==> src/rtl/cb_dispatch_pkg.sv <==
// Shared definitions for the datapath dispatch block: FSM state encoding,
// parameter defaults and a constant-width helper.
package cb_dispatch_pkg;

  // Default sizing for the dispatcher and its operand FIFO.
  localparam int CB_WIDTH   = 8;
  localparam int CB_RWIDTH  = 16;
  localparam int CB_DEPTH   = 4;
  localparam int CB_TIMEOUT = 16;

  // Dispatcher FSM states; the numeric values are visible on the debug port.
  typedef enum logic [1:0] {
    ST_IDLE  = 2'd0,
    ST_ISSUE = 2'd1,
    ST_WAIT  = 2'd2,
    ST_ABORT = 2'd3
  } cb_state_e;

  // Ceiling log2, used for counter and pointer widths at elaboration time.
  function automatic int cb_clog2(input int value);
    int bits;
    bits = 0;
    while ((1 << bits) < value) begin
      bits = bits + 1;
    end
    return bits;
  endfunction

endpackage

==> src/rtl/cb_op_fifo.sv <==
// Synchronous operand FIFO. DEPTH is a power of two so the read and write
// pointers wrap naturally. A push while full or a pop while empty is ignored.
module cb_op_fifo
  import cb_dispatch_pkg::*;
#(
  parameter int WIDTH = CB_WIDTH,
  parameter int DEPTH = CB_DEPTH,
  localparam int AW = (DEPTH > 1) ? cb_clog2(DEPTH) : 1,
  localparam int CW = cb_clog2(DEPTH + 1)
) (
  input  logic             clock,
  input  logic             reset,
  input  logic             push,
  input  logic             pop,
  input  logic [WIDTH-1:0] din,
  output logic [WIDTH-1:0] dout,
  output logic [CW-1:0]    count,
  output logic             full,
  output logic             empty
);

  logic [WIDTH-1:0] mem [DEPTH];
  logic [AW-1:0]    wr_ptr;
  logic [AW-1:0]    rd_ptr;
  logic             do_push;
  logic             do_pop;

  assign full    = (count == CW'(DEPTH));
  assign empty   = (count == '0);
  assign do_push = push && !full;
  assign do_pop  = pop && !empty;

  // The head entry is always visible so the consumer can register it on the pop edge.
  assign dout = mem[rd_ptr];

  // Storage array; contents need no reset because count guards every read.
  always_ff @(posedge clock) begin
    if (do_push) begin
      mem[wr_ptr] <= din;
    end
  end

  // Pointers and occupancy; a simultaneous push and pop leaves count unchanged.
  always_ff @(posedge clock or posedge reset) begin
    if (reset) begin
      wr_ptr <= '0;
      rd_ptr <= '0;
      count  <= '0;
    end else begin
      if (do_push) begin
        wr_ptr <= wr_ptr + AW'(1);
      end
      if (do_pop) begin
        rd_ptr <= rd_ptr + AW'(1);
      end
      case ({do_push, do_pop})
        2'b10:   count <= count + CW'(1);
        2'b01:   count <= count - CW'(1);
        default: count <= count;
      endcase
    end
  end

endmodule

==> src/rtl/cb_dispatch.sv <==
// Initiator for the datapath start/ready/valid protocol. Operands are queued
// in a small FIFO, issued one at a time with a single-cycle start pulse, and
// the datapath result is held for a downstream valid/ready consumer. A
// datapath that never answers is recovered by a timeout that pulses its reset
// and reports an error result.
//
// Handshakes:
//   in_valid/in_ready   : an operand transfers on a rising edge where both are
//                         high; in_ready depends only on FIFO occupancy.
//   out_valid/out_ready : out_valid, out_result and out_error hold steady until
//                         a rising edge where both valid and ready are high;
//                         out_valid drops on that edge.
//   dp_start/dp_valid   : a start is only sent when the datapath reports ready
//                         and is not simultaneously presenting a result, since
//                         its final state raises ready together with valid.
//                         dp_valid is only honoured while waiting for a result.
module cb_dispatch
  import cb_dispatch_pkg::*;
#(
  parameter int WIDTH   = CB_WIDTH,
  parameter int RWIDTH  = CB_RWIDTH,
  parameter int DEPTH   = CB_DEPTH,
  parameter int TIMEOUT = CB_TIMEOUT,
  localparam int CW = cb_clog2(DEPTH + 1),
  localparam int TW = (TIMEOUT > 1) ? cb_clog2(TIMEOUT) : 1
) (
  input  logic              clock,
  input  logic              reset,
  // operand intake
  input  logic              in_valid,
  output logic              in_ready,
  input  logic [WIDTH-1:0]  in_x,
  // datapath control
  output logic              dp_start,
  output logic              dp_reset,
  output logic [WIDTH-1:0]  dp_x,
  input  logic              dp_ready,
  input  logic              dp_valid,
  input  logic [RWIDTH-1:0] dp_result,
  // result delivery
  output logic              out_valid,
  input  logic              out_ready,
  output logic [RWIDTH-1:0] out_result,
  output logic              out_error,
  // status
  output logic              busy,
  output logic [CW-1:0]     count,
  output logic [1:0]        state
);

  localparam logic [TW-1:0] TIMER_LAST = TW'(TIMEOUT - 1);

  cb_state_e        state_q;
  logic [TW-1:0]    timer_q;
  logic             abort_q;

  logic [WIDTH-1:0] fifo_dout;
  logic             fifo_full;
  logic             fifo_empty;
  logic             push;
  logic             pop;
  logic             issue_ok;

  // Launch condition for a new operand: something queued, datapath idle and
  // not showing a result, and no undelivered result that would be overwritten.
  assign issue_ok = (state_q == ST_IDLE) && !fifo_empty && dp_ready &&
                    !dp_valid && !out_valid;

  assign in_ready = !fifo_full;
  assign push     = in_valid && in_ready;
  assign pop      = issue_ok;

  // The datapath is reset by the block reset and by the one-cycle abort pulse.
  assign dp_reset = reset || abort_q;

  assign busy  = (state_q != ST_IDLE) || (count != '0) || out_valid;
  assign state = state_q;

  cb_op_fifo #(
    .WIDTH (WIDTH),
    .DEPTH (DEPTH)
  ) u_fifo (
    .clock (clock),
    .reset (reset),
    .push  (push),
    .pop   (pop),
    .din   (in_x),
    .dout  (fifo_dout),
    .count (count),
    .full  (fifo_full),
    .empty (fifo_empty)
  );

  // Dispatch FSM with its timer, registered datapath controls and result register.
  always_ff @(posedge clock or posedge reset) begin
    if (reset) begin
      state_q    <= ST_IDLE;
      timer_q    <= '0;
      abort_q    <= 1'b0;
      dp_start   <= 1'b0;
      dp_x       <= '0;
      out_valid  <= 1'b0;
      out_result <= '0;
      out_error  <= 1'b0;
    end else begin
      // Start and abort are single-cycle pulses that follow the state.
      dp_start <= 1'b0;
      abort_q  <= 1'b0;

      if (out_valid && out_ready) begin
        out_valid <= 1'b0;
      end

      case (state_q)
        ST_IDLE: begin
          if (issue_ok) begin
            state_q  <= ST_ISSUE;
            dp_x     <= fifo_dout;
            dp_start <= 1'b1;
          end
        end

        ST_ISSUE: begin
          timer_q <= '0;
          state_q <= ST_WAIT;
        end

        ST_WAIT: begin
          if (dp_valid) begin
            out_result <= dp_result;
            out_error  <= 1'b0;
            out_valid  <= 1'b1;
            state_q    <= ST_IDLE;
          end else if (timer_q == TIMER_LAST) begin
            abort_q <= 1'b1;
            state_q <= ST_ABORT;
          end else begin
            timer_q <= timer_q + TW'(1);
          end
        end

        ST_ABORT: begin
          out_result <= '0;
          out_error  <= 1'b1;
          out_valid  <= 1'b1;
          state_q    <= ST_IDLE;
        end

        default: begin
          state_q <= ST_IDLE;
        end
      endcase
    end
  end

endmodule
==> config.mk <==
export PLATFORM = sky130hd
export DESIGN_NAME = cb_dispatch
export DESIGN_NICKNAME = d
export VERILOG_FILES = /design/src/rtl/cb_dispatch_pkg.sv /design/src/rtl/cb_op_fifo.sv /design/src/rtl/cb_dispatch.sv
export SDC_FILE = /design/constraint.sdc
export NUM_CORES = 1
export LEC_CHECK = 0
export BUFFER_PORTS_ARGS = -buffer_cell sky130_fd_sc_hd__buf_2
export CORE_MARGIN = 5
export CORE_UTILIZATION = 58
export CTS_CLUSTER_DIAMETER = 50
export DETAILED_ROUTE_END_ITERATION = 8
export HOLD_SLACK_MARGIN = 0.08
export PLACE_DENSITY = 0.84
export SYNTH_ARGS = -nofsm -noshare
export SYNTH_HDL_FRONTEND = slang
export SYNTH_SLANG_ARGS = --single-unit
==> constraint.sdc <==
create_clock -name clock -period 4.63 [get_ports clock]
set_clock_uncertainty 0.05 [all_clocks]
set_input_delay 0.463 -clock clock [delete_from_list [all_inputs] [get_ports clock]]
set_output_delay 0.463 -clock clock [all_outputs]
set_load 0.02 [all_outputs]
## Word-level counts from Yosys, hierarchy flattened

Memories as Yosys holds them, arrays and structs flattened. A register that Yosys moved wholly into a read port is not among the register bits.
Index checks and enable logic that the tools add are counted.
W data, S select, Z words.

| operators by class | value |
|---|---|
| equality and inequality tests | 12 |
| reductions and logical operators | 26 |
| muxes and demuxes | 22 |
| add/subtract/negate cells | 5 |

Operators by type and width:

| kind | number |
|---|---|
| $pmux W16 S2 | 1 |
| $mux W16 | 1 |
| $mux W1 | 10 |
| $logic_and A1 B1 Y1 | 8 |
| $mux W4 | 2 |
| $pmux W2 S4 | 1 |
| $pmux W4 S2 | 1 |
| $reduce_bool A2 Y1 | 4 |
| $eq A2 B2 Y1 const B | 3 |
| $mux W2 | 3 |
| $ne A2 B2 Y1 const B | 3 |
| $pmux W3 S2 | 1 |
| $reduce_and A2 Y1 | 3 |
| $add A2 B1 Y2 const B | 2 |
| $add A4 B1 Y4 const B | 1 |
| $eq A2 B1 Y1 const B | 2 |
| $eq A4 B4 Y1 const B | 1 |
| $logic_not A1 Y1 | 4 |
| $pmux W1 S2 | 2 |
| $add A3 B1 Y3 const B | 1 |
| $eq A3 B3 Y1 const B | 1 |
| $logic_not A3 Y1 | 1 |
| $logic_or A1 B1 Y1 | 3 |
| $ne A3 B3 Y1 const B | 1 |
| other kinds (5) | 5 |

| word-level totals | value |
|---|---|
| word-level logic and storage cells | 76 |
| register bits after elaboration | 33 |
| input bits | 30 |
| memories kept | 1 |
| output and inout bits | 35 |
| memory bits (writable) | 32 |

Memory list:

| memory | depth | width | rd ports | clocked after Yosys merged registers in | wr ports | line | RTL |
|---|---|---|---|---|---|---|---|
| u_fifo.mem | 4 | 8 | 1 | 1 | 1 | cb_op_fifo.sv:22 | `logic [WIDTH-1:0] mem [DEPTH];` |

## Longest topological paths before layout

| depth | value |
|---|---|
| depth in word-level cells | 9 |
| depth in mapped cells | 11 |
| depth with buffers taken out | 9 |

## Hierarchy

From an unflattened synthesis, not the netlist that was laid out.

| second synthesis, totals | value |
|---|---|
| cells, all modules | 186 |
| area, all modules | 3,022.9 µm² |

Modules (own cells, without submodules):

| module | area each (µm²) | instances | cells an instance | seq. area each (µm²) |
|---|---|---|---|---|
| cb_op_fifo | 1,596.5 | 1 | 80 | 1,136.1 |
| cb_dispatch | 1,426.4 | 1 | 106 | 850.8 |

## Least setup slack after synthesis

OpenSTA, ideal clock, no wires.

| timing | value |
|---|---|
| path kind | flip-flop to flip-flop |
| start point | register u_fifo.count[1] |
| end point | register u_fifo.count[2] |
| setup time | 0.080 ns |
| data required time | 4.500 ns |
| path buffers | 0 |
| setup slack | 2.367 ns |
| cell stages (with the launch flop) | 10 |
| period minus slack after synthesis | 2.263 ns |
| arrival time | 2.133 ns |
| path through | dfrtp_1 > or3b_4 > and2_4 > inv_1 > ha_1 > inv_1 > fa_1 > xor2_1 > nor2_1 > xor2_1 |

| on the way | value |
|---|---|
| elaborated cells on any way between the ends | 17 |
| classes of those cells | 2 x add/sub; 3 x eq/ne; 1 x mux; 11 x reduce/logical |

RTL lines:

| what | line | RTL |
|---|---|---|
| start, declared | cb_op_fifo.sv:17 | `output logic [CW-1:0] count,` |
| start signal, assigned | cb_op_fifo.sv:57 | `2'b10: count <= count + CW'(1);` |
| start signal, assigned | cb_op_fifo.sv:58 | `2'b01: count <= count - CW'(1);` |
| start signal, assigned | cb_op_fifo.sv:59 | `default: count <= count;` |
| $eq A3 B3 Y1 (*) | cb_op_fifo.sv:28 | `assign full = (count == CW'(DEPTH));` |
| $logic_not A1 Y1 (*) | cb_dispatch.sv:69 | `assign in_ready = !fifo_full;` |
| named net in_ready | cb_dispatch.sv:31 | `output logic in_ready,` |
| $logic_and A1 B1 Y1 | cb_dispatch.sv:70 | `assign push = in_valid && in_ready;` |
| $logic_and A1 B1 Y1 (*) | cb_op_fifo.sv:30 | `assign do_push = push && !full;` |
| $eq A2 B1 Y1 or $eq A2 B2 Y1 (tied branches) | cb_op_fifo.sv:56 | `case ({do_push, do_pop})` |
| $pmux W3 S2 or $reduce_bool A2 Y1 (tied branches) | n/a |  |

Mark *: on every way through the listed nets, which the timed path passes. The rest lies on a longest branch.
A chain may end at the register's enable or synchronous reset.

## Final worst setup path

| timing | value |
|---|---|
| start point | register state_q[1] (netlist: state[1]) |
| end point | register u_fifo.count[2] |

| on the way | value |
|---|---|
| cells in the longest elaborated chain, start to end | 8 |
| elaborated cells on any way between the ends | 10 |
| classes of those cells | 2 x eq/ne; 1 x mux; 7 x reduce/logical |

RTL lines:

| what | line | RTL |
|---|---|---|
| start, declared | cb_dispatch.sv:53 | `cb_state_e state_q;` |
| start signal, assigned | cb_dispatch.sv:97 | `state_q <= ST_IDLE;` |
| start signal, assigned | cb_dispatch.sv:117 | `state_q <= ST_ISSUE;` |
| start signal, assigned | cb_dispatch.sv:125 | `state_q <= ST_WAIT;` |
| $logic_not A2 Y1 (*) | cb_dispatch.sv:66 | `assign issue_ok = (state_q == ST_IDLE) && !fifo_empty && dp_ready &&` |
| $logic_and A1 B1 Y1 (*) (3 in series) | cb_dispatch.sv:66 |  |
| $logic_and A1 B1 Y1 (*) | cb_dispatch.sv:67 | `!dp_valid && !out_valid;` |
| $logic_and A1 B1 Y1 (*) | cb_op_fifo.sv:31 | `assign do_pop = pop && !empty;` |
| named net u_fifo.do_pop | cb_op_fifo.sv:26 | `logic do_pop;` |
| $eq A2 B1 Y1 or $eq A2 B2 Y1 (tied branches) | cb_op_fifo.sv:56 |  |
| $pmux W3 S2 or $reduce_bool A2 Y1 (tied branches) | n/a |  |

Marks and branches as above.

==> results.yml <==
outcome:
  status: "complete, no violations"
clock_tree:
  cts_sinks: 73
  cts-resized-gates: 0
  post_cts_buffers: 0
  cts_tree: "built"
  clockRootBuffer: "clkbuf_8"
  insertion_delay_ns: 0.34
  cts-buffers-inserted: 9
  postCtsHoldBufs: 0
  cts_buffer_depth: 2
  path_clk_slew_ns: 0.08
  htreeDepth: 3
sta:
  finalCritPeriodShare_pct: 54.3
  clock.fmax_mhz: 398
  tns_ns: 0
  rsz0062_at_grt: "no"
  slew-limit-headroom_pct: 56.4
  slew_viol_final: 0
  tightest_slew_ns: 0.653
  setup_viol: 0
  fin_ws_ns: 2.12
  finalCriticalPeriod_ns: 2.51
  hold_viol_final: 0
worst_setup_path:
  cp_max_fo: 19
  start_kind: "flop"
  cp-end-kind: "flop"
  required_ns: 4.85
  cp.arrival_ns: 2.73
  crit_path_start: "state[1]$_DFFE_PP0P_"
  path_class: "reg2reg"
  r2r_start: "state[1]$_DFFE_PP0P_"
route:
  dr.pass1.iters: 4
  routed_wl_microns: 5370
  drt_iter0_markers: 124
  drtAntennaViolNets: 0
  vias: 1785
  drc: 0
  vias_per_cell: 5.44
  wl_per_cell_microns: 16.4
power:
  p_leak_uw: 0.00160
  vdd_drop_max_mv: 0.485
  power_density_nw_per_um2: 675
  power_uw: 2410
global_route:
  grt_start_max_net_pins: 42
  antenna_found_initial: 0
  grt_usage_pct: 17.4
  overflow: 0
  grt_pass1_wl_microns: 8260
  first_global_vias: 1695
yosys:
  ys_warn_count: 0
  synth-seq-cells: 73
  synth.distinct_cells: 46
  synth_flop_cell: "dfrtp_1"
  synth.area.top_cells: "dfrtp_1 (34%), edfxtp_1 (32%), a22o_1 (5.0%)"
  yosysSeqAreaShare_pct: 66.1
  ys_async_sr_fraction_pct: 56.2
  yosys.area.top_type: "dfrtp_1"
  syn_inst: 187
  post_synth.cell_area_avg_sq_um: 16.1
  synth.top_cell.area_share_pct: 34.1
  synth_area_sq_um: 3010
  synth_nets: 224
  synth_edf_count: 32
cells_and_area:
  num-fill-cells: 347
  drive_gt1_share_pct: 42.2
  fin_util_pct: 70.4
  final_nets: 290
  stdcell_area_sq_um: 3570
  syn_to_final_growth_pct: 18.8
  diodes: 0
placement:
  place_hpwl_microns: 3840
  port_buffers: 64
  place_area_sq_um: 3350
  gp_congestion: 0.744
  dpl_worst_slack_ns: 2.12
floorplanning:
  die_h_microns: 82
  ios: 65
  fp.coreArea_sq_um: 5070
  die-area_sq_um: 6720
  num_rows: 26
  initial_core_util_pct: 59.2
  die_width_microns: 82
hold_path:
  hold_path.class: "in2async"
job:
  max_cap_violations: 0
-- worst paths after layout --
path,end,slack (ns),cells past startpoint
min reg2reg,out_result[13]$_DFFE_PP0P_,0.45,1
min,dp_x[0]$_DFFE_PP0P_,0.19,3
min in group clock,out_valid$_DFF_PP0_,0.26,2
max reg2reg,u_fifo.count[2]$_DFFE_PP0P_,2.12,9
max,u_fifo.count[2]$_DFFE_PP0P_,2.12,9
max in group asynchronous,dp_x[2]$_DFFE_PP0P_,3.99,3
-- registers in the layout (all words and copies together), names as in the netlist --
name and flops:
u_fifo.mem 32, out_result 16, timer_q 4, dp_x 8, u_fifo.rd_ptr 2, abort_q 1, out_valid 1, dp_start 1
u_fifo.wr_ptr 2, state 2, u_fifo.count 3, out_error 1
-- worst max-delay path: stages (launching register included) --
cell	delay, ns
dfrtp_1	0.58
nor3b_4	0.32
nand3_2	0.30
inv_1	0.15
ha_1	0.19
inv_1	0.06
fa_1	0.37
xor2_1	0.15
nor2_1	0.11
xor2_1	0.15
-- area by class of cell --
class | count | area [sq um] | area share (%)
Sequential cell | 73 | 1990 | 55.6
Multi-Input combinational cell | 90 | 898 | 25.2
Timing Repair Buffer | 65 | 328 | 9.18
Clock buffer | 10 | 128 | 3.57
Clock inverter | 6 | 90.1 | 2.52
Tap cell | 70 | 87.6 | 2.45
Inverter | 14 | 52.6 | 1.47
-- cells in the mapped netlist, types with 2 or more instances --
master / n
nand2_1: 4
mux4_1: 2
nor2_1: 2
edfxtp_1: 32
o21ai_0: 3
nor4bb_1: 2
a21oi_1: 3
mux2_2: 8
a22o_1: 17
o22ai_1: 2
xor2_1: 2
ha_1: 6
mux4_2: 6
buf_2: 4
nand4_1: 2
xnor2_1: 4
and3_2: 4
inv_1: 13
buf_6: 3
dfrtp_1: 41
clkbuf_1: 2
-- cells in the final DEF (no fill, tap or decap), types with 2 or more instances in the layout --
master     count
edfxtp_1      32
nand2_1        4
nor4bb_1       2
mux2_2         8
buf_2         64
mux4_2         6
o22ai_1        2
o21ai_0        3
and3_2         4
nor2_1         2
bufinv_16      2
dfrtp_1       41
xnor2_1        4
inv_1         13
xor2_1         2
mux4_1         2
a22o_1        17
nand4_1        2
ha_1           6
a21oi_1        3
clkbuf_8       9
-- cells by family (layout without fill, tap and decap cells) --
logic type / Yosys count / after routing / share of synthesized area [%]
and+or+nand+nor: 27 / 27 / 6.66
muxes: 17 / 17 / 9.74
AOI/OAI and AO/OA: 33 / 33 / 8.57
buffers and inverters: 24 / 95 / 4.04
adders and majority gates: 7 / 7 / 3.16
xor gates and xnor gates: 6 / 6 / 1.75
DFF: 73 / 73 / 66.1
-- stage by stage --
step | hold WS [ns] | cells
after floorplan | 0.485 | 187
after global placement | 0.431 | 312
after detailed placement | 0.430 | 312
after CTS | 0.194 | 328
after global routing | 0.235 | 328
final | 0.188 | 328
-- per-layer routing --
metal  track usage (%)  wire length [microns]  up-vias  part of all wire [%]
li1                  -                      -      831                     -
met1              21.3                   2200      859                    41
met2              27.8                   2510       83                    47
met3              5.37                    551       12                    10
met4              8.97                    101        0                   1.9
met5                 0                      0        -                     0
-- power breakdown --
part           total [uW]  leakage [uW]  internal (uW)  switching [uW]
sequential           1060      0.000809            889             167
clock                 536      0.000107            305             231
combinational         817      0.000686            378             439
Note: power is estimated with default switching activity, not from simulation.
